===== src/rtl/reg_dump_pkg.sv =====
// Shared types and constants for the end-of-test register dump engine.
// Optional checksum beat is enabled by defining REG_DUMP_CHECKSUM_EN.
package reg_dump_pkg;

  typedef enum logic [1:0] {
    WATCH = 2'd0,
    HALT  = 2'd1,
    SEND  = 2'd2,
    DONE  = 2'd3
  } state_e;

  localparam int NUM_REGS     = 32;
  localparam int IDX_W        = 6;
  localparam int LAST_REG_IDX = 31;
  localparam int CSUM_IDX     = 32;

  // Running mod-2^32 checksum of dumped words.
  function automatic logic [31:0] csum_add(input logic [31:0] acc, input logic [31:0] word);
    return acc + word;
  endfunction

endpackage


===== src/rtl/reg_dump_streamer_if.sv =====
// Valid/ready word stream carrying the register dump to the host/log sink.
interface reg_dump_streamer_if;

  logic                            dump_valid;
  logic                            dump_ready;
  logic [31:0]                     dump_data;
  logic [reg_dump_pkg::IDX_W-1:0]  dump_idx;
  logic                            dump_last;

  modport master (
    output dump_valid,
    output dump_data,
    output dump_idx,
    output dump_last,
    input  dump_ready
  );

  modport slave (
    input  dump_valid,
    input  dump_data,
    input  dump_idx,
    input  dump_last,
    output dump_ready
  );

endinterface


===== src/rtl/reg_dump_timer.sv =====
// Saturating watchdog: counts enabled cycles, flags the last watch cycle.
module reg_dump_timer #(
  parameter int TIMEOUT_CYCLES = 50
) (
  input  logic clk,
  input  logic reset,
  input  logic en,
  output logic expired
);

  localparam int                CNT_W    = $clog2(TIMEOUT_CYCLES + 1);
  localparam logic [CNT_W-1:0]  CNT_MAX  = CNT_W'(TIMEOUT_CYCLES);
  localparam logic [CNT_W-1:0]  CNT_LAST = CNT_W'(TIMEOUT_CYCLES - 1);

  logic [CNT_W-1:0] cnt_q;
  logic [CNT_W-1:0] cnt_d;

  // Next count: step while enabled, stick at the ceiling so it never wraps.
  always_comb begin
    cnt_d = cnt_q;
    if (en && (cnt_q != CNT_MAX)) begin
      cnt_d = cnt_q + CNT_W'(1);
    end else begin
      cnt_d = cnt_q;
    end
  end

  // Counter register.
  always_ff @(posedge clk) begin
    if (reset) begin
      cnt_q <= '0;
    end else begin
      cnt_q <= cnt_d;
    end
  end

  assign expired = (cnt_q == CNT_LAST);

endmodule


===== src/rtl/reg_dump_streamer.sv =====
// Halts the CPU on the end-of-test marker (or watchdog) and streams x0..x31 out.
// Defining REG_DUMP_CHECKSUM_EN appends a sum-of-words beat at index 32.
module reg_dump_streamer
  import reg_dump_pkg::*;
#(
  parameter int          MARKER_REG     = 11,
  parameter logic [31:0] MARKER_VAL     = 32'h0000_C0DE,
  parameter int          TIMEOUT_CYCLES = 50
) (
  input  logic                clk,
  input  logic                reset,
  output logic [4:0]          dbg_raddr,
  input  logic [31:0]         dbg_rdata,
  output logic                cpu_halt,
  reg_dump_streamer_if.master dump,
  output logic                done,
  output logic                timed_out
);

`ifdef REG_DUMP_CHECKSUM_EN
  localparam logic [IDX_W-1:0] FINAL_IDX = IDX_W'(CSUM_IDX);
  logic [31:0] csum_q, csum_d;
`else
  localparam logic [IDX_W-1:0] FINAL_IDX = IDX_W'(LAST_REG_IDX);
`endif

  state_e           state_q, state_d;
  logic [31:0]      data_q, data_d;
  logic [IDX_W-1:0] idx_q, idx_d;
  logic             valid_q, valid_d;
  logic             last_q, last_d;
  logic             halt_q, halt_d;
  logic             done_q, done_d;
  logic             tout_q, tout_d;
  logic             wd_en;
  logic             wd_expired;

  assign wd_en = (state_q == WATCH);

  reg_dump_timer #(.TIMEOUT_CYCLES(TIMEOUT_CYCLES)) u_timer (
    .clk     (clk),
    .reset   (reset),
    .en      (wd_en),
    .expired (wd_expired)
  );

  // FSM next state, debug read address and stream register updates.
  always_comb begin
    state_d   = state_q;
    data_d    = data_q;
    idx_d     = idx_q;
    valid_d   = valid_q;
    last_d    = last_q;
    tout_d    = tout_q;
    dbg_raddr = 5'(MARKER_REG);
`ifdef REG_DUMP_CHECKSUM_EN
    csum_d    = csum_q;
`endif
    case (state_q)
      WATCH: begin
        // Marker is checked first so a coincident expiry is not reported as a timeout.
        if (dbg_rdata == MARKER_VAL) begin
          state_d = HALT;
        end else if (wd_expired) begin
          state_d = HALT;
          tout_d  = 1'b1;
        end else begin
          state_d = WATCH;
        end
      end
      HALT: begin
        dbg_raddr = 5'd0;
        data_d    = dbg_rdata;
        idx_d     = '0;
        valid_d   = 1'b1;
        last_d    = 1'b0;
        state_d   = SEND;
`ifdef REG_DUMP_CHECKSUM_EN
        csum_d    = 32'd0;
`endif
      end
      SEND: begin
        // Prefetch the next register so it is ready the cycle the current beat is taken.
        dbg_raddr = idx_q[4:0] + 5'd1;
        if (valid_q && dump.dump_ready) begin
          if (last_q) begin
            state_d = DONE;
            valid_d = 1'b0;
            last_d  = 1'b0;
          end else begin
            idx_d  = idx_q + IDX_W'(1);
            last_d = ((idx_q + IDX_W'(1)) == FINAL_IDX);
`ifdef REG_DUMP_CHECKSUM_EN
            csum_d = csum_add(csum_q, data_q);
            if (idx_q == IDX_W'(LAST_REG_IDX)) begin
              data_d = csum_add(csum_q, data_q);
            end else begin
              data_d = dbg_rdata;
            end
`else
            data_d = dbg_rdata;
`endif
          end
        end else begin
          state_d = SEND;
        end
      end
      DONE: begin
        state_d = DONE;
      end
      default: begin
        state_d = WATCH;
      end
    endcase
    halt_d = (state_d != WATCH);
    done_d = (state_d == DONE);
  end

  // State and output registers.
  always_ff @(posedge clk) begin
    if (reset) begin
      state_q <= WATCH;
      data_q  <= 32'd0;
      idx_q   <= '0;
      valid_q <= 1'b0;
      last_q  <= 1'b0;
      halt_q  <= 1'b0;
      done_q  <= 1'b0;
      tout_q  <= 1'b0;
`ifdef REG_DUMP_CHECKSUM_EN
      csum_q  <= 32'd0;
`endif
    end else begin
      state_q <= state_d;
      data_q  <= data_d;
      idx_q   <= idx_d;
      valid_q <= valid_d;
      last_q  <= last_d;
      halt_q  <= halt_d;
      done_q  <= done_d;
      tout_q  <= tout_d;
`ifdef REG_DUMP_CHECKSUM_EN
      csum_q  <= csum_d;
`endif
    end
  end

  assign dump.dump_valid = valid_q;
  assign dump.dump_data  = data_q;
  assign dump.dump_idx   = idx_q;
  assign dump.dump_last  = last_q;
  assign cpu_halt        = halt_q;
  assign done            = done_q;
  assign timed_out       = tout_q;

endmodule

===== src/flat_wrapper.sv =====
// flat-port wrapper written by rule: the top's interface ports become plain ports
module reg_dump_streamer_flat import reg_dump_pkg::*;
#(
  parameter int          MARKER_REG     = 11,
  parameter logic [31:0] MARKER_VAL     = 32'h0000_C0DE,
  parameter int          TIMEOUT_CYCLES = 50
)
  (clk, reset, dbg_raddr, dbg_rdata, cpu_halt, done, timed_out, dump_dump_valid, dump_dump_data, dump_dump_idx, dump_dump_last, dump_dump_ready);
  reg_dump_streamer_if dump_i ();
  input  logic clk;
  input  logic reset;
  output logic [4:0] dbg_raddr;
  input  logic [31:0] dbg_rdata;
  output logic cpu_halt;
  output logic done;
  output logic timed_out;
  output wire logic [$bits(dump_i.dump_valid)-1:0] dump_dump_valid;
  output wire logic [$bits(dump_i.dump_data)-1:0] dump_dump_data;
  output wire logic [$bits(dump_i.dump_idx)-1:0] dump_dump_idx;
  output wire logic [$bits(dump_i.dump_last)-1:0] dump_dump_last;
  input wire logic [$bits(dump_i.dump_ready)-1:0] dump_dump_ready;
  assign dump_dump_valid = dump_i.dump_valid;
  assign dump_dump_data = dump_i.dump_data;
  assign dump_dump_idx = dump_i.dump_idx;
  assign dump_dump_last = dump_i.dump_last;
  assign dump_i.dump_ready = dump_dump_ready;
  reg_dump_streamer #(.MARKER_REG(MARKER_REG), .MARKER_VAL(MARKER_VAL), .TIMEOUT_CYCLES(TIMEOUT_CYCLES)) u_core (.clk(clk), .reset(reset), .dbg_raddr(dbg_raddr), .dbg_rdata(dbg_rdata), .cpu_halt(cpu_halt), .dump(dump_i), .done(done), .timed_out(timed_out));
endmodule

===== config.mk =====
export PLATFORM = sky130hd
export DESIGN_NAME = reg_dump_streamer_flat
export DESIGN_NICKNAME = d
export VERILOG_FILES = /design/src/rtl/reg_dump_pkg.sv /design/src/rtl/reg_dump_streamer_if.sv /design/src/rtl/reg_dump_timer.sv /design/src/rtl/reg_dump_streamer.sv /design/src/flat_wrapper.sv
export SDC_FILE = /design/constraint.sdc
export NUM_CORES = 1
export LEC_CHECK = 0
export BUFFER_PORTS_ARGS = -buffer_cell sky130_fd_sc_hd__buf_2
export CAP_MARGIN = 20
export CORE_MARGIN = 2
export CORE_UTILIZATION = 53
export DETAILED_ROUTE_END_ITERATION = 6
export PLACE_DENSITY = 0.94
export SLEW_MARGIN = 20
export SYNTH_ARGS = -nofsm -noshare
export SYNTH_HDL_FRONTEND = slang
export SYNTH_SLANG_ARGS = --single-unit
export TNS_END_PERCENT = 10

===== constraint.sdc =====
create_clock -name clk -period 4 [get_ports clk]
set_clock_uncertainty 0.15 [all_clocks]
set_input_delay 0.4 -clock clk [delete_from_list [all_inputs] [get_ports clk]]
set_output_delay 0.4 -clock clk [all_outputs]
set_load 0.02 [all_outputs]

# Word-level counts from Yosys, hierarchy flattened
# Index checks and enable logic that the tools add are counted.
[word_totals]
elab_cells = 51
in_bits = 35
regBits = 51
[classes]
addsub = 3
bitwise_logic = 1
reduce_logical = 9
mux = 18
n_eq_ne = 11
[op_table]
columns = ["cell", "n"]
rows = [
  ["32-bit two-way mux", 2],
  ["32-bit one-hot mux with 2 select lines", 1],
  ["32-bit by 16-bit equality test with 1-bit output, second input constant", 1],
  ["6-bit by 1-bit adder with 6-bit output, second input constant", 2],
  ["6-bit two-way mux", 2],
  ["6-bit one-hot mux with 2 select lines", 1],
  ["5-bit one-hot mux with 2 select lines", 1],
  ["3-bit AND reduction", 3],
  ["2-bit one-hot mux with 4 select lines", 1],
  ["2-bit equality test, second input constant", 3],
  ["6-bit by 5-bit equality test with 1-bit output, second input constant", 1],
  ["6-bit equality test, second input constant", 1],
  ["2-bit two-way mux", 3],
  ["6-bit inequality test, second input constant", 1],
  ["5-bit by 1-bit adder with 5-bit output, second input constant", 1],
  ["1-bit two-way mux", 5],
  ["2-bit by 1-bit inequality test with 1-bit output, second input constant", 2],
  ["1-bit one-hot mux with 2 select lines", 2],
  ["2-bit nonzero test", 2],
  ["2-bit by 1-bit equality test with 1-bit output, second input constant", 1],
  ["1-bit logical AND", 2],
  ["2-bit zero test", 1],
  ["2-bit inequality test, second input constant", 1],
  ["2-bit AND reduction", 1],
  ["1-bit inverter", 1],
]

# Longest topological paths before layout
[logic_depth]
ltp_word = 5
ltp_mapped = 8

# Hierarchy
# From an unflattened synthesis, not the netlist that was laid out.
[unflattened]
hier_cells = 287
hier_area_um2 = 2359.8
[by_module_without_submodules]
columns = ["mod", "cells_per_inst", "n_inst", "area_per_inst_um2", "seq_area_each_um2"]
rows = [
  ["reg_dump_streamer", 245, 1, 1999.4, 900.9],
  ["reg_dump_timer", 42, 1, 360.3, 120.1],
]

# Least setup slack after synthesis
# Ideal clock, no wire load.
[synth_path]
path_kind = "register to output"
start = "reg u_core.idx_q[0] (netlist: u_core.dump.dump_idx[0])"
end = "out dbg_raddr[4]"
stages_incl_launch_ff = 5
slack_ns = 2.009
t_arrival_ns = 1.441
path_cell_list = "dfxtp_1 > ha_1 > nand3_1 > xor2_1 > nor2_1"
[synth_via]
elab_chain_cells = 2
[synth_lines]
columns = ["item", "line", "source"]
rows = [
  ["start, declared", "reg_dump_streamer.sv:29", "logic [IDX_W-1:0] idx_q, idx_d;"],
  ["start signal, assigned", "reg_dump_streamer.sv:136", "idx_q <= idx_d;"],
  ["5-bit by 1-bit adder with 5-bit output", "reg_dump_streamer.sv:84", "dbg_raddr = idx_q[4:0] + 5'd1;"],
  ["5-bit one-hot mux with 2 select lines", "reg_dump_streamer.sv:59", "case (state_q)"],
  ["end, declared", "flat_wrapper.sv:12", "output logic [4:0] dbg_raddr;"],
]
# Every way passes these cells.

# Final worst setup path
# Ends and elaborated chain as after synthesis.

==> metrics <==
status completed; number of DRC markers in iteration 0 142; Post-synth EDFFs 0; Cell Pwr Density 430 mW/mm2; DR DRC count 0; FFs w/ async S/R, synth 0; initial antenna violation count 0; GRT Max-Usage Layer met2; Synth Flop Type dfxtp_1; Peak VDD IR 0.245 mV; post-DP HPWL 3840 um; post-route minimum period 2310 ps; P_leak 0.00123 uW; setup violators final 0; IO Port Bufs 82; Sink Count 51; via/cell ratio 5.36; Max Cap Viol 0; core area 0.00406 mm2; ant diodes 0; I/O pin count 83; XOR/XNOR share of the synthesized area 0.0308; RSZ-0062 raised after global routing no; routability cong. 0.815; Row Count 23; worst r2r src u_core.state_q[0]; pre-CTS setup slack 1520 ps; Synth Area in Adders 0.0495; CTS tree yes; Die H 69.6 um; drt first pass iters 4; Slew Limit Fails 0; commonest non-fill, non-tap cell in the layout buf_2; Bufs on Longest Clock Path 2; Data required, critical path 3450 ps; Seq/Total Area, Yosys 0.448; fmax 0.434 GHz; Hold/Removal Path Class in -> reg; first-pass GRT wire length 8780 um; met2 Use GR 0.382; routed vias 2,150; Syn Inst Count 276; root buffer cell clkbuf_8; synth unique cells 45; CP Launch Type register; share of cells above drive strength 1 0.291; Final #Nets 394; post-layout util 0.689; final WL 5370 um; GRT Overall Usage 0.219; crit path kind reg -> out; commonest cells after routing, fill and taps aside buf_2 (82), nand2_1 (73), dfxtp_1 (51); final setup TNS 0 ps; Avg Cell Area, Syn 8.25 um2; post_cts resized 0; Initial Util 0.561; largest net degree at the start of global routing 52; mux cell area share after synthesis 0.00440; worst r2r dst u_core.dump.dump_idx[2]; Tcrit/Tclk final 0.576; Worst Path Arrival 1760 ps; FF+latch count, synth 51; R2R cell count 5; r2r setup slk 1820 ps; syn_nets 320; met3 Use GR 0.0625; Hold Path Origin dbg_rdata[18]; Die X 69.6 um; largest family of logic cells by synthesized area simple AND/OR/NAND/NOR gates; Worst-path clk slew 90 ps; TritonCTS buffer count 5; Hold Buf Count CTS 0; DIE AREA 0.00484 mm2; Slew HR 0.415; Cell Area, Synth 0.00228 mm2; Synth Area in Compound Gates 0.163; crit path launch u_core.dump.dump_idx[0]; WL/cell 13.4 um; Worst-Margin Slew 877 ps; H-tree depth 2; worst setup margin 1690 ps; GRT overflow 0; Layout area overhead 22.7%; hold depth 3; Min Hold Slack 183 ps; YS warnings 0; Post-CTS Setup Bufs 0; CP Max Fanout 9; met1 Track Usage GR 0.258; Hold EP u_core.dump.dump_data[18]; final hold viol count 0; worst-skew pair later-pin latency 310 ps; Critical Path Sink Type output port; Routed Antenna Nets 0; vias in the first global route 1,999; simple-gate share of the synthesized area 0.255
==> area by class of cell <==
class                           count  area, um2
Fill cell                         319       1260
Multi-Input combinational cell    202       1140
Sequential cell                    51       1020
Timing Repair Buffer               83        418
Clock buffer                        6       82.6
Tap cell                           50       62.6
Clock inverter                      2       38.8
Inverter                            7       26.3
==> sequential cells by signal, indices dropped and copies added (netlist names) <==
register and count:
u_core.cpu_halt 1, u_core.done 1, u_core.dump.dump_data 32, u_core.dump.dump_idx 6, u_core.dump.dump_last 1, u_core.dump.dump_valid 1, u_core.state_q 2, u_core.timed_out 1
u_core.u_timer.cnt_q 6
==> layer usage <==
metal  wire length (um)  vias to the layer above
met5                  0                        -
met4                 72                        0
met3                284                        7
met2               2820                       57
met1               2190                     1010
li1                   -                     1076
==> power breakdown <==
part,leakage [uW],internal [uW],switching (uW)
Sequential,0.000415,548,27.3
Combinational,0.000754,89.2,162
Clock,0.0000618,206,170
==> per-stage QoR <==
| step | area (um2) | instances | total power (uW) |
|---|---|---|---|
| after floorplan | 2280 | 276 | 761 |
| after global routing | 2790 | 401 | 1260 |
| after CTS | 2790 | 401 | 1210 |
| final | 2790 | 401 | 1200 |
| after global placement | 2670 | 393 | 829 |
| after detailed placement | 2670 | 393 | 837 |
==> worst max-delay path: stages, from the launching register on <==
cell	delay (ps)
dfxtp_1	520
ha_1	330
nand3_1	160
xor2_1	170
nor2_1	100
buf_2	170
==> cell families after synthesis <==
family	Yosys count
AO/OA/AOI/OAI	62
XOR/XNOR	8
AND/OR/NAND/NOR	122
adder cells (fa/ha/maj)	9
multiplexers	1
flip-flops	51
buffers and inverters	23
==> Yosys cell counts, types with 2 or more instances <==
| cell | count | area share |
|---|---|---|
| buf_4 | 3 | 0.0099 |
| nor3_1 | 2 | 0.0044 |
| nand3_1 | 4 | 0.0088 |
| o2111ai_1 | 2 | 0.0077 |
| a21oi_1 | 38 | 0.084 |
| xor2_1 | 5 | 0.019 |
| and2_1 | 3 | 0.0082 |
| ha_1 | 9 | 0.049 |
| nor2b_1 | 2 | 0.0055 |
| buf_2 | 5 | 0.011 |
| and4b_1 | 3 | 0.013 |
| nor2_1 | 15 | 0.025 |
| o21ai_0 | 8 | 0.018 |
| nor4_1 | 5 | 0.014 |
| inv_1 | 7 | 0.012 |
| nand2_1 | 73 | 0.12 |
| a21boi_2 | 2 | 0.0099 |
| xnor2_1 | 3 | 0.012 |
| dfxtp_1 | 51 | 0.45 |
| and4bb_2 | 2 | 0.011 |
| nand4_1 | 4 | 0.011 |
| clkbuf_1 | 7 | 0.012 |
==> how the worst max path moves through the flow <==
stage | end
floorplan | dbg_raddr[4]
global placement | u_core.dump.dump_idx[4]
detailed placement | u_core.dump.dump_idx[2]
CTS | u_core.dump.dump_idx[2]
global route | dbg_raddr[4]
finish | dbg_raddr[4]
Note: power is estimated with default switching activity, not from simulation.
